[src/rtl/mul32p_retire_if.sv]
// Issue and result handshake bundle for mul32p_retire.
// master = issuer/consumer side, slave = the retire stage.
interface mul32p_retire_if #(
  parameter int TAG_W = 5
);
  logic             issue_valid;
  logic             issue_ready;
  logic [1:0]       issue_op;
  logic [TAG_W-1:0] issue_tag;
  logic             out_valid;
  logic             out_ready;
  logic [31:0]      out_data;
  logic [TAG_W-1:0] out_tag;

  modport master (
    output issue_valid, issue_op, issue_tag, out_ready,
    input  issue_ready, out_valid, out_data, out_tag
  );

  modport slave (
    input  issue_valid, issue_op, issue_tag, out_ready,
    output issue_ready, out_valid, out_data, out_tag
  );
endinterface

[src/rtl/mul32p_retire.sv]
// Retire stage behind the mul32p multiplier: latency-matched tag/valid line,
// credit-protected result FIFO. Define MUL32P_RETIRE_BYPASS_EN for the empty-FIFO bypass.
module mul32p_retire #(
  parameter int LAT   = 8,
  parameter int TAG_W = 5,
  parameter int DEPTH = 4
) (
  input  logic        clk,
  input  logic        rst_n,
  mul32p_retire_if.slave io,
  output logic [1:0]  mul_mode,
  input  logic [31:0] mul_lo,
  input  logic [31:0] mul_hi
);
  localparam int CW = $clog2(DEPTH + 1);
  localparam int PW = $clog2(DEPTH);

  logic             dl_valid_reg [LAT];
  logic             dl_hi_reg    [LAT];
  logic [TAG_W-1:0] dl_tag_reg   [LAT];

  logic [31:0]      mem_data [DEPTH];
  logic [TAG_W-1:0] mem_tag  [DEPTH];
  logic [PW-1:0]    wr_ptr_reg, rd_ptr_reg;
  logic [CW-1:0]    count_reg, inflight_reg;

  logic             accept;
  logic             tail_valid;
  logic [31:0]      tail_data;
  logic [TAG_W-1:0] tail_tag;
  logic             bypass;
  logic             push;
  logic             pop;
  logic             fifo_empty;

  always_comb begin
    case (io.issue_op)
      2'b01:   mul_mode = 2'b01;
      2'b10:   mul_mode = 2'b10;
      default: mul_mode = 2'b00;
    endcase
  end

  // Credit: every in-flight op already owns a FIFO slot, so a pop adds credit only next cycle.
  assign io.issue_ready = rst_n &
      (({1'b0, inflight_reg} + {1'b0, count_reg}) < (CW + 1)'(DEPTH));
  assign accept = io.issue_valid & io.issue_ready;

  always_ff @(posedge clk) begin
    if (!rst_n) begin
      for (int i = 0; i < LAT; i++) dl_valid_reg[i] <= 1'b0;
    end else begin
      dl_valid_reg[0] <= accept;
      for (int i = 1; i < LAT; i++) dl_valid_reg[i] <= dl_valid_reg[i-1];
    end
    dl_hi_reg[0]  <= (io.issue_op != 2'b00);
    dl_tag_reg[0] <= io.issue_tag;
    for (int i = 1; i < LAT; i++) begin
      dl_hi_reg[i]  <= dl_hi_reg[i-1];
      dl_tag_reg[i] <= dl_tag_reg[i-1];
    end
  end

  assign tail_valid = dl_valid_reg[LAT-1];
  assign tail_data  = dl_hi_reg[LAT-1] ? mul_hi : mul_lo;
  assign tail_tag   = dl_tag_reg[LAT-1];
  assign fifo_empty = (count_reg == '0);

`ifdef MUL32P_RETIRE_BYPASS_EN
  assign bypass = rst_n & tail_valid & fifo_empty & io.out_ready;
`else
  assign bypass = 1'b0;
`endif

  assign push = tail_valid & ~bypass;
  assign pop  = rst_n & ~fifo_empty & io.out_ready;

  always_comb begin
    io.out_valid = 1'b0;
    io.out_data  = '0;
    io.out_tag   = '0;
    if (rst_n && !fifo_empty) begin
      io.out_valid = 1'b1;
      io.out_data  = mem_data[rd_ptr_reg];
      io.out_tag   = mem_tag[rd_ptr_reg];
    end else if (bypass) begin
      io.out_valid = 1'b1;
      io.out_data  = tail_data;
      io.out_tag   = tail_tag;
    end
  end

  always_ff @(posedge clk) begin
    if (push) begin
      mem_data[wr_ptr_reg] <= tail_data;
      mem_tag[wr_ptr_reg]  <= tail_tag;
    end
  end

  always_ff @(posedge clk) begin
    if (!rst_n) begin
      wr_ptr_reg   <= '0;
      rd_ptr_reg   <= '0;
      count_reg    <= '0;
      inflight_reg <= '0;
    end else begin
      if (push) wr_ptr_reg <= wr_ptr_reg + 1'b1;
      if (pop)  rd_ptr_reg <= rd_ptr_reg + 1'b1;
      case ({push, pop})
        2'b10:   count_reg <= count_reg + 1'b1;
        2'b01:   count_reg <= count_reg - 1'b1;
        default: count_reg <= count_reg;
      endcase
      // The tail leaves the line whether it was written or bypassed.
      case ({accept, tail_valid})
        2'b10:   inflight_reg <= inflight_reg + 1'b1;
        2'b01:   inflight_reg <= inflight_reg - 1'b1;
        default: inflight_reg <= inflight_reg;
      endcase
    end
  end

  no_overflow: assert property (@(posedge clk) disable iff (!rst_n)
      !(push && count_reg == CW'(DEPTH)));
endmodule

[src/flat_wrapper.sv]
// flat-port wrapper written by rule: the top's interface ports become plain ports
module mul32p_retire_flat 
#(
  parameter int LAT   = 8,
  parameter int TAG_W = 5,
  parameter int DEPTH = 4
)
  (clk, rst_n, mul_mode, mul_lo, mul_hi, io_issue_valid, io_issue_op, io_issue_tag, io_out_ready, io_issue_ready, io_out_valid, io_out_data, io_out_tag);
  mul32p_retire_if #(.TAG_W(TAG_W)) io_i ();
  input  logic clk;
  input  logic rst_n;
  output logic [1:0] mul_mode;
  input  logic [31:0] mul_lo;
  input  logic [31:0] mul_hi;
  input wire logic [$bits(io_i.issue_valid)-1:0] io_issue_valid;
  input wire logic [$bits(io_i.issue_op)-1:0] io_issue_op;
  input wire logic [$bits(io_i.issue_tag)-1:0] io_issue_tag;
  input wire logic [$bits(io_i.out_ready)-1:0] io_out_ready;
  output wire logic [$bits(io_i.issue_ready)-1:0] io_issue_ready;
  output wire logic [$bits(io_i.out_valid)-1:0] io_out_valid;
  output wire logic [$bits(io_i.out_data)-1:0] io_out_data;
  output wire logic [$bits(io_i.out_tag)-1:0] io_out_tag;
  assign io_i.issue_valid = io_issue_valid;
  assign io_i.issue_op = io_issue_op;
  assign io_i.issue_tag = io_issue_tag;
  assign io_i.out_ready = io_out_ready;
  assign io_issue_ready = io_i.issue_ready;
  assign io_out_valid = io_i.out_valid;
  assign io_out_data = io_i.out_data;
  assign io_out_tag = io_i.out_tag;
  mul32p_retire #(.LAT(LAT), .TAG_W(TAG_W), .DEPTH(DEPTH)) u_core (.clk(clk), .rst_n(rst_n), .io(io_i), .mul_mode(mul_mode), .mul_lo(mul_lo), .mul_hi(mul_hi));
endmodule
[config.mk]
export PLATFORM = sky130hd
export DESIGN_NAME = mul32p_retire_flat
export DESIGN_NICKNAME = d
export VERILOG_FILES = /design/src/rtl/mul32p_retire_if.sv /design/src/rtl/mul32p_retire.sv /design/src/flat_wrapper.sv
export SDC_FILE = /design/constraint.sdc
export NUM_CORES = 1
export LEC_CHECK = 0
export ABC_AREA = 1
export CAP_MARGIN = 20
export CORE_AREA = 2 2 162 132
export DETAILED_ROUTE_END_ITERATION = 10
export DIE_AREA = 0 0 164 134
export PLACE_DENSITY = 0.65
export SYNTH_ARGS = -nofsm -noshare
export SYNTH_HDL_FRONTEND = slang
export SYNTH_SLANG_ARGS = --single-unit
export TNS_END_PERCENT = 5
[constraint.sdc]
create_clock -name clk -period 2.54 [get_ports clk]
set_clock_uncertainty 0.15 [all_clocks]
set_input_delay 0.635 -clock clk [delete_from_list [all_inputs] [get_ports clk]]
set_output_delay 0.635 -clock clk [all_outputs]
set_load 0.005 [all_outputs]
* After elaboration in Yosys (flattened, before gate mapping)
Memory sizes are Yosys's and may differ from the RTL's. A register that Yosys moved wholly into a read port is not among the register bits.
Cells that the tools add are included.
** Operators by class
- Add/subtract/negate cells :: 7
- Multiply operators :: 0
- Div/mod/pow operators :: 0
- $lt $le $gt $ge :: 1
- Equality and inequality tests :: 6
- Shifts and indexed selects :: 0
- Muxes and demuxes :: 23
- Bitwise logic cells :: 13
- Reduce and logical (&&, ||, !) cells :: 6
** Operator list (number)
- $mux 32 :: 2
- $mux 1 :: 13
- $pmux 3 s2 :: 2
- $mux 2 :: 4
- $or 1x1->1 :: 8
- $add 3x1->3 const B :: 2
- $eq 2x1->1 const B :: 3
- $eq 2x2->1 const B :: 3
- $reduce_bool 2->1 :: 3
- $sub 3x1->3 const B :: 2
- $mux 5 :: 1
- $add 2x1->2 const B :: 2
- $add 3x3->4 :: 1
- $and 1x1->1 :: 4
- $lt 4x3->1 const B :: 1
- $pmux 2 s2 :: 1
- $logic_not 3->1 :: 1
- $logic_and 1x1->1 :: 1
- $logic_not 1->1 :: 1
- $not 1->1 :: 1
** Storage, ports and cells
- Bits in registers :: 10
- Bits in latches :: 0
- Memory bits (writable) :: 204
- Memory bits (read-only) :: 0
- Output and inout port bits :: 41
- Memories :: 5
** Memories
- u_core.mem_data :: words 4, width 32, rd ports 1, clocked after Yosys merged registers in 1, wr ports 1, line mul32p_retire.sv:22 : logic [31:0] mem_data [DEPTH];
- u_core.dl_tag_reg :: words 8, width 5, rd ports 8, clocked after Yosys merged registers in 0, wr ports 8, line mul32p_retire.sv:20 : logic [TAG_W-1:0] dl_tag_reg [LAT];
- u_core.mem_tag :: words 4, width 5, rd ports 1, clocked after Yosys merged registers in 1, wr ports 1, line mul32p_retire.sv:23 : logic [TAG_W-1:0] mem_tag [DEPTH];
- u_core.dl_hi_reg :: words 8, width 1, rd ports 8, clocked after Yosys merged registers in 0, wr ports 8, line mul32p_retire.sv:19 : logic dl_hi_reg [LAT];
- u_core.dl_valid_reg :: words 8, width 1, rd ports 8, clocked after Yosys merged registers in 0, wr ports 8, line mul32p_retire.sv:18 : logic dl_valid_reg [LAT];

* Longest topological paths before layout
Gate-level depths: netlist (run 1).
- Depth in word-level cells :: 6
- Gate-level depth with buffers :: 14
- Mapped depth without buffers :: 13

* Worst setup path before layout (run 1)
No wires, ideal clock.
- Kind :: in2reg
- From :: in rst_n
- To :: reg u_core.inflight_reg[2]
- Setup time :: 113 ps
- Arrival :: 2088 ps
- Data required time :: 2277 ps
- Setup slack :: 190 ps
- Stages on the path :: 14
- Buffers on the path :: 1
- Cell sequence :: buf_4 -> inv_1 -> nor2_1 -> nand2_1 -> a31oi_1 -> nand2_1 -> ha_1 -> inv_1 -> fa_1 -> or2_2 -> nand2_1 -> nand2_1 -> nand2_1 -> nor2_1
** On the way
- Cells in the longest elaborated chain, start to end :: 4
- Elaborated cells on any way between the ends :: 6
- Those cells by class :: eq/ne: 2; mux: 1; bitwise: 2; reduce/logical: 1
** Ends and longest elaborated chain
- from (decl) :: line flat_wrapper.sv:11 : input logic rst_n;
- $and 1x1->1 (*) :: line mul32p_retire.sv:45 : assign io.issue_ready = rst_n &
- named net io_issue_ready :: line flat_wrapper.sv:19 : output wire logic [$bits(io_i.issue_ready)-1:0] io_issue_ready;
- $and 1x1->1 (*) :: line mul32p_retire.sv:47 : assign accept = io.issue_valid & io.issue_ready;
- $eq 2x1->1 / $eq 2x2->1 (equally long branches) :: line mul32p_retire.sv:115 : case ({accept, tail_valid})
- $pmux 3 s2 / $reduce_bool 2->1 (equally long branches)
- to (signal assigned) :: line mul32p_retire.sv:116 : 2'b10: inflight_reg <= inflight_reg + 1'b1;
- to (signal assigned) :: line mul32p_retire.sv:117 : 2'b01: inflight_reg <= inflight_reg - 1'b1;
- to (signal assigned) :: line mul32p_retire.sv:118 : default: inflight_reg <= inflight_reg;
- to (decl) :: line mul32p_retire.sv:25 : logic [CW-1:0] count_reg, inflight_reg;
The timed path passes the listed nets; every way through them passes the cells marked *.
A chain may end at the register's enable or synchronous reset.

==> results of run 1 <==
-- metrics by stage --
step	cells	setup TNS, ns	hold slack [ns]
after CTS	1076	-3.062	0.1702
final	1076	-1.654	0.1751
after global routing	1076	-5.374	0.1722
after detailed placement	1024	-18.19	0.1621
after floorplan	644	0	0.1596
after global placement	1024	-18.06	0.1598
-- layout make-up --
cell class | instances | area [um2]
well taps | 269 | 336.6
clock inverters | 5 | 66.31
clock buffers | 34 | 625.6
flip-flops and latches | 216 | 5817
fillers | 1759 | 9842
multi-input cells | 361 | 1919
repair buffers | 157 | 1659
inverters | 34 | 140.1
-- worst max-delay path, stage by stage, from the launching register on --
cell and delay (ns):
dfxtp_4 0.42, buf_4 0.14, bufbuf_16 0.27, nor2_1 0.05, nor2_1 0.07, o21ai_0 0.08
a21oi_1 0.17, clkdlybuf4s15_2 0.23
-- worst max-delay path by stage --
stage | from | to | slack [ns] | cells past startpoint
2_1_floorplan | rst_n | u_core.inflight_reg[2] | 0.19 | 14
5_1_grt | flop | io_out_data[2] | -0.34 | 7
3_5_place_dp | rst_n | io_out_data[31] | -0.56 | 5
6_report | flop | io_out_data[2] | -0.17 | 7
3_3_place_gp | rst_n | io_out_data[31] | -0.56 | 5
4_1_cts | flop | io_out_data[24] | -0.24 | 6
-- placed cells by master, fill, tap and decap left out, types with 18 or more instances in the layout --
cell type,synthesis,layout
buf_2,12,21
o21ai_1,40,47
nand2_1,28,26
inv_1,32,28
o21ai_0,40,32
edfxtp_1,148,148
clkbuf_16,0,22
mux2_2,30,30
dfxtp_1,68,63
clkdlybuf4s50_1,0,74
buf_4,3,18
a21oi_1,46,42
nor2_1,160,159
-- logic make-up (layout without fill, tap and decap cells) --
group | Yosys count | count (layout) | synth area share (%)
flip-flops | 216 | 216 | 72.58
multiplexers | 32 | 32 | 4.505
adder cells (fa/ha/maj) | 10 | 10 | 1.752
AO/OA/AOI/OAI | 127 | 127 | 7.962
buffers and inverters | 67 | 230 | 4.083
AND/OR/NAND/NOR | 192 | 192 | 9.119
-- synthesized netlist by cell type (3+ instances only) --
| library cell | count | share of area, % |
|---|---|---|
| nor2_1 | 160 | 7.5 |
| edfxtp_1 | 148 | 56 |
| dfxtp_1 | 68 | 17 |
| a21oi_1 | 46 | 2.9 |
| o21ai_0 | 40 | 2.5 |
| o21ai_1 | 40 | 2.5 |
| inv_1 | 32 | 1.5 |
| mux2_2 | 30 | 4.2 |
| nand2_1 | 28 | 1.3 |
| buf_2 | 12 | 0.75 |
| ha_1 | 8 | 1.3 |
| buf_6 | 6 | 0.84 |
| clkbuf_1 | 6 | 0.28 |
| buf_1 | 3 | 0.14 |
| buf_4 | 3 | 0.28 |
| clkbuf_2 | 3 | 0.19 |
-- power by group through the flow --
| stage | registers (mW) | clock network, mW | logic (mW) |
|---|---|---|---|
| global route | 3.84 | 3.26 | 0.276 |
| global placement | 3.91 | 0 | 0.244 |
| finish | 3.83 | 3.06 | 0.249 |
| detailed placement | 3.91 | 0 | 0.249 |
| floorplan | 3.90 | 0 | 0.0956 |
| CTS | 3.83 | 3.13 | 0.252 |
-- what timing repair did --
item                                    4_1_cts  5_1_grt
gates resized for setup                     146       19
hold endpoints to repair                      0        0
pin swaps                                    17       11
cloned                                        4        0
buffers inserted                             10        0
endpoints found under the setup margin       41       38
-- metal layers --
layer	up-vias	wire length, um	global-route usage (%)
met5	-	0	0
met4	0	206	3.021
met3	16	927	3.123
met2	135	7788	25.79
met1	2397	7948	22.09
li1	2512	-	-
==> flow_summary.yaml, run 1 <==
routing:
  drt-initial-drc-count: 314
  vias: 5060
  wirelength_um: 16870
  drt-wirelength-per-cell_um: 15.68
  drc: 0
  drtAntennaViolNets: 0
  viasPerCell: 4.703
  drtPass1Iterations: 5
critical_path:
  critPathCaptureType: "output port"
  cp.arrival_ns: 1.93
  r2r_setup_slack_ns: 0.27
  worstSetupPathType: "reg2out"
  r2r_cells: 13
  critical_path.max_fanout: 11
  regToRegEndpoint: "u_core.inflight_reg[2]"
  r2r_start: "u_core.count_reg[2]"
  start_kind: "flop"
  critPathRequiredTime_ns: 1.75
placement:
  place_area_um2: 9687
  io_buffers: 115
  place_congestion: 0.7412
  dp_hpwl_um: 9978
  preCtsSetupSlack_ns: -0.5562
clock_network:
  cts_buffer_depth: 3
  cts.clk_slew.worst_paths_ns: 0.06
  cts.sink_count: 216
  cts_htree_levels: 1
  cts_tree: "yes"
  cts_buffers: 22
  postCtsHoldBufs: 0
  worstSkewPairLatency_ns: 0.50
  cts_root_buffer: "clkbuf_16"
pwr:
  p_int_mw: 5.778
  p_sw_mw: 1.365
  p_per_area_nw_per_um2: 676.1
  worst_ir_drop_vdd_v: 0.0003538
  p_leak_nw: 4.011
  p_seq_share_pct: 53.7
  p_clk_share_pct: 42.8
  fin_total_pwr_mw: 7.143
  combPwrFrac_pct: 3.5
  p_sw_share_pct: 19.11
synthesis:
  async_flop_share_pct: 0
  synth_ff_type: "edfxtp_1"
  ys_seq_area_share_pct: 72.58
  synth_cell_types: 23
  postSynthAreaPerCell_um2: 12.42
  ys_ff_latch: 216
  netlist_instances: 644
  synth_edf_count: 148
  ys_warn_count: 0
  syn-num-nets: 729
  synth_area_um2: 7999
sta:
  min_period_ns: 2.711
  setup_viol: 20
  worst_slew_pin_slew_ns: 0.4973
  slew_headroom_pct: 66.80
  layout_setup_ws_ns: -0.1711
  hold_viol: 0
  final_max_slew_viol_count: 0
  max_freq_mhz: 368.9
  grt_setup_unrepaired: "yes"
  fin_crit_sh_pct: 106.7
die:
  die_w_um: 164
  pin_count: 116
  die_y_um: 134
  std_cell_rows: 47
  core_area_um2: 20410
  dieArea_um2: 21980
  floorplan.initialDensity_pct: 39.20
cells_and_area:
  final_area_um2: 10560
  drive_above_1_share_pct: 19.08
  largest_reg_flops: 128
  final_util_pct: 51.77
  fin_nets: 877
  diodes: 0
  syn2layout_area_growth_pct: 32.07
run_status:
  outcome: "finished with violations"
  violations: "setup timing"
global_route:
  grt_pass1_vias: 4970
  gr-total-overflow: 0
  antenna_found_initial: 0
  grt_usage_pct: 15.77
  grt_pass1_wl_um: 26810
  grt_max_degree: 25
min_path:
  holdPathStages: 0
  min_to: "u_core.dl_tag_reg[0][5]"
  min_path_type: "reg2reg"
  hold_start: "u_core.dl_tag_reg[0][0]"
run:
  drv_cap: 0
No activity file was read; power rests on OpenSTA's default activity.
==> run 2, diff against run 1 <==
--- a/config.mk
+++ b/config.mk
@@ -8,6 +8,7 @@
 export ABC_AREA = 1
 export CAP_MARGIN = 20
 export CORE_AREA = 2 2 162 132
+export CTS_CLUSTER_DIAMETER = 200
 export DETAILED_ROUTE_END_ITERATION = 10
 export DIE_AREA = 0 0 164 134
 export PLACE_DENSITY = 0.65
==> results of run 2 <==
Same layout as run 1: the final DEF is identical, and so are final timing and power.
==> run 3, diff against run 2 <==
--- a/config.mk
+++ b/config.mk
@@ -11,7 +11,8 @@
 export CTS_CLUSTER_DIAMETER = 200
 export DETAILED_ROUTE_END_ITERATION = 10
 export DIE_AREA = 0 0 164 134
-export PLACE_DENSITY = 0.65
+export PLACE_DENSITY = 0.67
+export SLEW_MARGIN = 5
 export SYNTH_ARGS = -nofsm -noshare
 export SYNTH_HDL_FRONTEND = slang
 export SYNTH_SLANG_ARGS = --single-unit
==> constraint.sdc (replaced) <==
create_clock -name clk -period 2.34 [get_ports clk]
set_clock_uncertainty 0.15 [all_clocks]
set_input_delay 0.585 -clock clk [delete_from_list [all_inputs] [get_ports clk]]
set_output_delay 0.585 -clock clk [all_outputs]
set_load 0.005 [all_outputs]
==> run 3 against run 2 <==
  * The run still ends with setup timing left
  * Cell area increased by 0.13%
  * Critical path depth increased by 1
  * Clock-buffer cell count decreased by 8
  * Global-route usage decreased by 0.44 points
  * First-iteration DRC count increased by 3.8%
  * Via count increased by 0.65%
  * Register-to-register slack got worse by 0.14 ns
  * Sequential power increased by 8.6%
  * Routed wire length increased by 1.7%
  * Power increased by 10%
  * Largest power group unchanged
  * Highest routed layer unchanged
  * Non-clock buffer count increased by 4
==> flow_summary.yaml, run 3 (same netlist as run 1, synthesis figures left out) <==
global_route:
  grt_pass1_wl_um: 26160
  grt_pass1_vias: 4934
  grt_usage_pct: 15.33
  grt_max_degree: 38
  gr-total-overflow: 0
  antenna_found_initial: 0
critical_path:
  r2r_start: "u_core.count_reg[1]"
  r2r_cells: 12
  critical_path.max_fanout: 8
  regToRegEndpoint: "u_core.inflight_reg[2]"
  critPathRequiredTime_ns: 1.60
  worstSetupPathType: "reg2out"
  critPathCaptureType: "output port"
  r2r_setup_slack_ns: 0.13
  start_kind: "flop"
  cp.arrival_ns: 1.77
routing:
  viasPerCell: 4.716
  drt-initial-drc-count: 326
  drtPass1Iterations: 4
  wirelength_um: 17150
  drt-wirelength-per-cell_um: 15.88
  drtAntennaViolNets: 0
  vias: 5093
  drc: 0
placement:
  preCtsSetupSlack_ns: -0.5791
  place_congestion: 0.7235
  dp_hpwl_um: 10340
  io_buffers: 115
  place_area_um2: 9732
  placed_cells: 1033
sta:
  slew_headroom_pct: 68.12
  hold_slack_ns: 0.1704
  setup_viol: 37
  hold_viol: 0
  min_period_ns: 2.500
  worst_slew_pin_slew_ns: 0.4776
  grt_setup_unrepaired: "yes"
  max_freq_mhz: 400.0
  finalSetupTns_ns: -3.163
  layout_setup_ws_ns: -0.1600
  fin_crit_sh_pct: 106.8
  final_max_slew_viol_count: 0
pwr:
  worst_ir_drop_vdd_v: 0.0005169
  p_leak_nw: 4.148
  p_per_area_nw_per_um2: 743.7
  fin_total_pwr_mw: 7.866
min_path:
  min_to: "u_core.dl_tag_reg[0][10]"
  min_path_type: "reg2reg"
  hold_start: "u_core.dl_tag_reg[0][5]"
  holdPathStages: 0
run_status:
  outcome: "finished with violations"
  violations: "setup timing"
clock_network:
  cts_tree: "yes"
  cts_htree_levels: 1
  cts.clk_slew.worst_paths_ns: 0.06
  postCtsHoldBufs: 0
  cts_buffer_depth: 3
  cts_root_buffer: "clkbuf_16"
  cts_buffers: 22
  worstSkewPairLatency_ns: 0.51
  cts.sink_count: 216
cells_and_area:
  fin_cells: 1080
  drive_above_1_share_pct: 20.47
  ff_latch_area_um2: 5819
  syn2layout_area_growth_pct: 32.24
  final_area_um2: 10580
  fin_nets: 881
  largest_reg_flops: 128
  final_common_cell: "nor2_1"
  multi_input_area_um2: 1923
  final_util_pct: 51.84
  final_cell_mix: "nor2_1, edfxtp_1, clkdlybuf4s50_1"
  diodes: 0
  fillers: 1707
run:
  drv_cap: 0
die:
  floorplan.initialDensity_pct: 39.20
  die_w_um: 164
  die_y_um: 134
  std_cell_rows: 47
  core_area_um2: 20410
  pin_count: 116
  dieArea_um2: 21980
-- run 3: changes by cell type in the layout (fill, tap and decap cells not counted), moves of 3 or more --
cell,before,now
o21ai_1,47,55
clkbuf_2,3,6
clkbuf_1,9,1
buf_4,18,22
clkdlybuf4s15_2,7,1
o21ai_0,32,21
dlymetal6s2s_1,1,7
o21ai_2,1,4
clkinv_1,1,6
-- run 3: final cells by class --
class                   instances  share of cell area (%)
flip-flops and latches        216                   55.02
multi-input cells             361                   18.18
repair buffers                161                   15.58
clock buffers                  26                   5.630
well taps                     269                   3.182
inverters                      34                   1.254
clock inverters                13                   1.159
-- run 3: worst max path at each step --
stage | to | slack (ns)
2_1_floorplan | u_core.inflight_reg[2] | 0.04
3_3_place_gp | io_issue_ready | -0.59
3_5_place_dp | io_out_data[6] | -0.58
4_1_cts | io_out_tag[0] | -0.49
5_1_grt | io_out_tag[4] | -0.27
6_report | io_out_tag[4] | -0.16
-- run 3: metal layers --
| metal | share of wire, % | vias up | track usage [%] |
|---|---|---|---|
| met1 | 47 | 2405 | 21.62 |
| met4 | 1.7 | 0 | 3.460 |
| li1 | - | 2521 | - |
| met3 | 6.9 | 22 | 3.340 |
| met2 | 45 | 145 | 24.42 |
| met5 | 0 | - | 0 |
-- run 3: what timing repair did --
action / 4_1_cts / 5_1_grt
gates resized for setup: 97 / 75
pin swaps: 5 / 25
setup endpoints to repair: 42 / 41
buffers inserted: 0 / 5
cloned: 1 / 3
-- run 3: worst max-delay path: stages (launching register included) --
cell and delay [ns]:
dfxtp_4 0.40, buf_12 0.12, buf_8 0.10, clkbuf_16 0.15, nor2_1 0.05, nor2_1 0.07
o21ai_1 0.06, a21oi_1 0.18, buf_2 0.14
-- run 3: where the power goes --
| group | internal, mW | total, mW | switching [mW] |
|---|---|---|---|
| logic | 0.177 | 0.279 | 0.102 |
| clock network | 2.03 | 3.43 | 1.39 |
| registers | 4.14 | 4.16 | 0.0204 |
| total | 6.35 | 7.87 | 1.51 |
